### config.mk
export PLATFORM = sky130hd
export DESIGN_NAME = instruction_fetch
export DESIGN_NICKNAME = d
export VERILOG_FILES = /design/src/rtl/cpu_pkg.sv /design/src/rtl/fetch_fifo.sv /design/src/rtl/instruction_fetch.sv
export SDC_FILE = /design/constraint.sdc
export NUM_CORES = 1
export LEC_CHECK = 0
export ABC_AREA = 1
export CORE_MARGIN = 1
export CORE_UTILIZATION = 40
export DETAILED_ROUTE_END_ITERATION = 6
export GPL_ROUTABILITY_DRIVEN = 0
export REMOVE_ABC_BUFFERS = 1
export SLEW_MARGIN = 20
export SYNTH_ARGS = -nofsm -noshare
export SYNTH_HDL_FRONTEND = slang
export SYNTH_HIERARCHICAL = 1
export SYNTH_SLANG_ARGS = --single-unit
### constraint.sdc
create_clock -name clk -period 2.86 [get_ports clk]
set_clock_uncertainty 0.05 [all_clocks]
set_input_delay 0.572 -clock clk [delete_from_list [all_inputs] [get_ports clk]]
set_output_delay 0.572 -clock clk [all_outputs]
set_load 0.1 [all_outputs]
### src/rtl/cpu_pkg.sv
// +-----------------------------------------------------------------------------+
// | cpu_pkg : shared instruction width, opcode encoding and field-slice helpers |
// | Revision: 1.0                                                               |
// +-----------------------------------------------------------------------------+
`default_nettype none

package cpu_pkg;

   localparam int INSTR_W = 16;

   // Opcodes at or above this value have no decoder entry.
   localparam logic [3:0] OPCODE_ILLEGAL_MIN = 4'hC;

   typedef enum logic [3:0] {
      LW   = 4'h0,
      SW   = 4'h1,
      ADD  = 4'h2,
      ADDI = 4'h3,
      AND  = 4'h4,
      ANDI = 4'h5,
      OR   = 4'h6,
      XOR  = 4'h7,
      SRAI = 4'h8,
      SLLI = 4'h9,
      BR0  = 4'hA,
      BR1  = 4'hB
   } opcode_t;

   function automatic logic [3:0] get_opcode(input logic [INSTR_W-1:0] instr);
      return instr[15:12];
   endfunction

   function automatic logic [6:0] get_immediate(input logic [INSTR_W-1:0] instr);
      return instr[6:0];
   endfunction

   function automatic logic [5:0] get_nzimm(input logic [INSTR_W-1:0] instr);
      return instr[5:0];
   endfunction

   function automatic logic [8:0] get_offset(input logic [INSTR_W-1:0] instr);
      return instr[8:0];
   endfunction

endpackage

`default_nettype wire

### src/rtl/fetch_fifo.sv
// +-----------------------------------------------------------------------------+
// | fetch_fifo : synchronous show-ahead FIFO with flush (DEPTH power of 2)      |
// | Revision: 1.0                                                               |
// +-----------------------------------------------------------------------------+
`default_nettype none

module fetch_fifo #(
   parameter int WIDTH = 32,
   parameter int DEPTH = 4
) (
   input  logic                     clk,
   input  logic                     rst_n,
   input  logic                     push_i,
   input  logic [WIDTH-1:0]         data_i,
   input  logic                     pop_i,
   input  logic                     flush_i,
   output logic [WIDTH-1:0]         data_o,
   output logic                     full_o,
   output logic                     empty_o,
   output logic [$clog2(DEPTH):0]   count_o
);

   localparam int PW = $clog2(DEPTH);
   localparam int CW = PW + 1;

   logic [WIDTH-1:0] mem_q [DEPTH];
   logic [PW-1:0]    wr_ptr_q, wr_ptr_d;
   logic [PW-1:0]    rd_ptr_q, rd_ptr_d;
   logic [CW-1:0]    count_q, count_d;

   always_comb begin
      wr_ptr_d = wr_ptr_q;
      rd_ptr_d = rd_ptr_q;
      count_d  = count_q;
      if (flush_i) begin
         wr_ptr_d = '0;
         rd_ptr_d = '0;
         count_d  = '0;
      end else begin
         if (push_i) wr_ptr_d = wr_ptr_q + PW'(1);
         if (pop_i)  rd_ptr_d = rd_ptr_q + PW'(1);
         count_d = count_q + CW'(push_i) - CW'(pop_i);
      end
   end

   always_ff @(posedge clk) begin
      if (!rst_n) begin
         wr_ptr_q <= '0;
         rd_ptr_q <= '0;
         count_q  <= '0;
      end else begin
         wr_ptr_q <= wr_ptr_d;
         rd_ptr_q <= rd_ptr_d;
         count_q  <= count_d;
      end
   end

   // Storage needs no reset: the head is only observed when count is non-zero.
   always_ff @(posedge clk) begin
      if (push_i && !flush_i) mem_q[wr_ptr_q] <= data_i;
   end

   assign data_o  = mem_q[rd_ptr_q];
   assign empty_o = (count_q == '0);
   assign full_o  = (count_q == CW'(DEPTH));
   assign count_o = count_q;

endmodule

`default_nettype wire

### src/rtl/instruction_fetch.sv
// +-----------------------------------------------------------------------------+
// | instruction_fetch : credit-based prefetch with redirect flush               |
// | Optional: IFETCH_ILLEGAL_EN enables the if_illegal opcode check. Rev 1.0    |
// +-----------------------------------------------------------------------------+
`default_nettype none

module instruction_fetch
   import cpu_pkg::*;
#(
   parameter int                ADDR_W     = 16,
   parameter int                FIFO_DEPTH = 4,
   parameter logic [ADDR_W-1:0] RESET_PC   = '0
) (
   input  logic               clk,
   input  logic               rst_n,
   output logic               imem_req,
   output logic [ADDR_W-1:0]  imem_addr,
   input  logic               imem_rvalid,
   input  logic [INSTR_W-1:0] imem_rdata,
   input  logic               redirect_valid,
   input  logic [ADDR_W-1:0]  redirect_pc,
   output logic               if_valid,
   input  logic               if_ready,
   output logic [INSTR_W-1:0] if_instr,
   output logic [ADDR_W-1:0]  if_pc,
   output logic [3:0]         if_opcode,
   output logic [6:0]         if_immediate,
   output logic [5:0]         if_nzimm,
   output logic [8:0]         if_offset,
   output logic               if_illegal
);

   localparam int CW = $clog2(FIFO_DEPTH) + 1;
   localparam int EW = ADDR_W + INSTR_W;

   logic [ADDR_W-1:0] fetch_pc_q, fetch_pc_d;
   logic [ADDR_W-1:0] resp_pc_q, resp_pc_d;
   logic [CW-1:0]     outstanding_q, outstanding_d;
   logic [CW-1:0]     discard_q, discard_d;

   logic [CW-1:0]     fifo_count;
   logic              fifo_full, fifo_empty;
   logic [EW-1:0]     fifo_head;
   logic [CW:0]       credit_used;
   logic              issue, rsp_ok, rsp_drop, push, pop;
   logic [ADDR_W-1:0] redirect_aligned;

   assign redirect_aligned = redirect_pc & {{(ADDR_W-1){1'b1}}, 1'b0};
   assign credit_used      = {1'b0, fifo_count} + {1'b0, outstanding_q};
   assign issue    = rst_n && !redirect_valid && (credit_used < (CW+1)'(FIFO_DEPTH));
   assign rsp_ok   = imem_rvalid && (outstanding_q != '0);
   assign rsp_drop = rsp_ok && (discard_q != '0);
   assign push     = rsp_ok && !rsp_drop && !redirect_valid;
   assign pop      = if_valid && if_ready;

   always_comb begin
      fetch_pc_d    = fetch_pc_q;
      resp_pc_d     = resp_pc_q;
      outstanding_d = outstanding_q + CW'(issue) - CW'(rsp_ok);
      discard_d     = discard_q - CW'(rsp_drop);
      if (issue) fetch_pc_d = fetch_pc_q + ADDR_W'(2);
      if (push)  resp_pc_d  = resp_pc_q + ADDR_W'(2);
      if (redirect_valid) begin
         fetch_pc_d = redirect_aligned;
         resp_pc_d  = redirect_aligned;
         // Every request still in flight after this edge predates the redirect.
         discard_d  = outstanding_q - CW'(rsp_ok);
      end
   end

   always_ff @(posedge clk) begin
      if (!rst_n) begin
         fetch_pc_q    <= RESET_PC;
         resp_pc_q     <= RESET_PC;
         outstanding_q <= '0;
         discard_q     <= '0;
      end else begin
         fetch_pc_q    <= fetch_pc_d;
         resp_pc_q     <= resp_pc_d;
         outstanding_q <= outstanding_d;
         discard_q     <= discard_d;
      end
   end

   fetch_fifo #(
      .WIDTH (EW),
      .DEPTH (FIFO_DEPTH)
   ) u_fifo (
      .clk     (clk),
      .rst_n   (rst_n),
      .push_i  (push),
      .data_i  ({resp_pc_q, imem_rdata}),
      .pop_i   (pop),
      .flush_i (redirect_valid),
      .data_o  (fifo_head),
      .full_o  (fifo_full),
      .empty_o (fifo_empty),
      .count_o (fifo_count)
   );

   assign imem_req     = issue;
   assign imem_addr    = fetch_pc_q;
   assign if_valid     = !fifo_empty;
   assign if_instr     = if_valid ? fifo_head[INSTR_W-1:0] : '0;
   assign if_pc        = if_valid ? fifo_head[EW-1:INSTR_W] : '0;
   assign if_opcode    = get_opcode(if_instr);
   assign if_immediate = get_immediate(if_instr);
   assign if_nzimm     = get_nzimm(if_instr);
   assign if_offset    = get_offset(if_instr);

`ifdef IFETCH_ILLEGAL_EN
   assign if_illegal = if_valid && (if_opcode >= OPCODE_ILLEGAL_MIN);
`else
   assign if_illegal = 1'b0;
`endif

   a_rsp_expected: assert property (@(posedge clk) disable iff (!rst_n)
      imem_rvalid |-> (outstanding_q != '0));
   a_out_bound: assert property (@(posedge clk) disable iff (!rst_n)
      (outstanding_q <= CW'(FIFO_DEPTH)) && (discard_q <= CW'(FIFO_DEPTH)));
   a_no_overflow: assert property (@(posedge clk) disable iff (!rst_n)
      !(push && fifo_full && !pop));

endmodule

`default_nettype wire

==> flow_summary.ini, run 1 <==
[route]
wl_per_cell_um = 13.0
drtPass1Iterations = 4
drtIter0Drc = 384
antenna_left = 0
via_per_inst = 4.68
route.detailed.drc = 0
num_vias = 6056
routed_wl_um = 16900

[worst_setup_path]
r2r_end = u_fifo/count_o[2]
critPathRequiredTime_ps = 2240
crit-reg2reg-launch = u_fifo/count_o[2]
crit_fanout = 26
critPathKind = reg -> out
r2r_slack_ps = 640
rr_worst_depth = 10
start_kind = register
crit_path_end_kind = primary output
critical_path_arrival_ps = 2050

[floorplanning]
initial_core_util = 0.412
dieArea_sq_um = 21600
die_w_um = 147
placement_rows = 52
num_io_pins = 114
core_area_sq_um = 20400
chipHeight_um = 147

[finish]
area_growth_syn_to_layout_pct = 28.9
final_common_cell = nand2_1
drive_above_1_share = 0.150
diodes = 0
fin_nets = 1066
final_area_sq_um = 10800
final_cell_mix = nand2_1 (188), inv_1 (171), edfxtp_1 (128)
utilization = 0.531

[pwr]
p_leak_nw = 4.48
peakVddDrop_mv = 0.440
power_mw = 7.04
powerDensity_nw_per_um2 = 649

[grt]
grt_pass1_wl_um = 28400
grt_usage = 0.168
grt-ovfl-total = 0
antenna_found_initial = 0
grt_max_degree = 36
first_global_vias = 5630

[clock_network]
path_clk_slew_ps = 60
cts_max_level = 4
cts.sinks = 173
worstSkewPairLatency_ps = 430
clk_path_buf_depth = 2
clockRootBuffer = clkbuf_16
cts_tree = yes
cts_buffers = 17

[run]
drv_cap = 0

[place]
io_buffers = 110
place_hpwl_um = 11100
placed_area_sq_um = 10200

[timing]
timing.fmax_ghz = 0.374
setup_violations = 0
fin_setup_tns_ps = 0
finalCriticalPeriod_ps = 2680
rsz0062_at_grt = false
fin_crit_sh = 0.936
hold_violations = 0
drv_slew = 0

[worst_hold_path]
hp-start = u_fifo/rd_ptr_q[1]
hp-class = reg -> reg
holdPathStages = 2

[synthesis]
syn-instance-count = 917
synth.cell_area_sq_um = 8410
yosysWarnings = 6
synth_area_per_cell_sq_um = 9.17

[outcome]
status = finished, final reports clean
-- critical path: stages, from the launching register on --
cell and delay (ps):
dfxtp_4 450, buf_16 210, a21oi_1 140, o21ai_0 100, nand2_1 70, inv_1 40
nor2_2 370, buf_12 240
-- timing repair --
| action | CTS | global route |
|---|---|---|
| setup endpoints to repair | 31 | 11 |
| gates resized for setup | 6 | 3 |
| cloned | 0 | 0 |
| setup buffers | 1 | 0 |
| hold buffers | 0 | 0 |
-- stage by stage --
stage	hold slack [ps]	cells	setup WS, ps
2_1_floorplan	386	859	-5350
3_3_place_gp	397	1261	273
3_5_place_dp	407	1261	234
4_1_cts	417	1294	26.1
5_1_grt	440	1294	22.8
6_report	413	1294	183
-- registers in the layout, indices dropped and copies added, names as in the netlist, named ones only --
register / cells
discard_q: 3
imem_addr: 15
outstanding_q: 3
resp_pc_q: 15
u_fifo/count_o: 3
u_fifo/mem_q: 128
u_fifo/rd_ptr_q: 2
u_fifo/wr_ptr_q: 2
-- cell type report --
type | count | area, sq um
fill | 1852 | 9580
sequential | 173 | 4750
multi-input combinational | 514 | 2640
timing repair buffer | 133 | 1910
inverter | 172 | 646
clock buffer | 17 | 425
tap | 270 | 338
clock inverter | 15 | 139
-- routing by layer --
layer	routed length, um	vias up	track usage
met5	0	-	0
met4	202	0	0.0536
met3	812	17	0.0385
met2	7830	155	0.271
met1	8010	2754	0.224
li1	-	3130	-
-- worst max-delay path by stage --
stage | from | to | slack, ps | cells after the start
final | register | if_nzimm[3] | 180 | 7
after global routing | register | if_instr[13] | 20 | 6
after CTS | register | if_nzimm[0] | 30 | 7
after detailed placement | redirect_valid | u_fifo/mem_q[1][19] | 230 | 5
after global placement | redirect_valid | imem_req | 270 | 6
after floorplan | register | if_immediate[0] | -5350 | 4
-- power by group --
group          internal (mW)  switching, mW  leakage, nW  total [mW]
registers               2.82          0.125         1.53        2.94
logic                  0.622           1.31         2.67        1.93
clock network           1.15           1.02        0.267        2.17
total                   4.59           2.45         4.48        7.04
(Power assumes the default switching activity.)
==> inputs of run 2 (changes only) <==
--- a/config.mk
+++ b/config.mk
@@ -6,6 +6,7 @@
 export NUM_CORES = 1
 export LEC_CHECK = 0
 export ABC_AREA = 1
+export CAP_MARGIN = 20
 export CORE_MARGIN = 1
 export CORE_UTILIZATION = 40
 export DETAILED_ROUTE_END_ITERATION = 6
==> results of run 2 <==
The final DEF is identical to that of run 1; final timing and power are the same.
==> inputs of run 3 (changes only) <==
--- a/config.mk
+++ b/config.mk
@@ -6,14 +6,15 @@
 export NUM_CORES = 1
 export LEC_CHECK = 0
 export ABC_AREA = 1
+export ABC_CLOCK_PERIOD_IN_PS = 2860
 export CAP_MARGIN = 20
 export CORE_MARGIN = 1
 export CORE_UTILIZATION = 40
 export DETAILED_ROUTE_END_ITERATION = 6
 export GPL_ROUTABILITY_DRIVEN = 0
 export REMOVE_ABC_BUFFERS = 1
-export SLEW_MARGIN = 20
 export SYNTH_ARGS = -nofsm -noshare
 export SYNTH_HDL_FRONTEND = slang
 export SYNTH_HIERARCHICAL = 1
 export SYNTH_SLANG_ARGS = --single-unit
+export TNS_END_PERCENT = 100
==> results of run 3 <==
The final DEF is identical to that of run 1; final timing and power are the same.
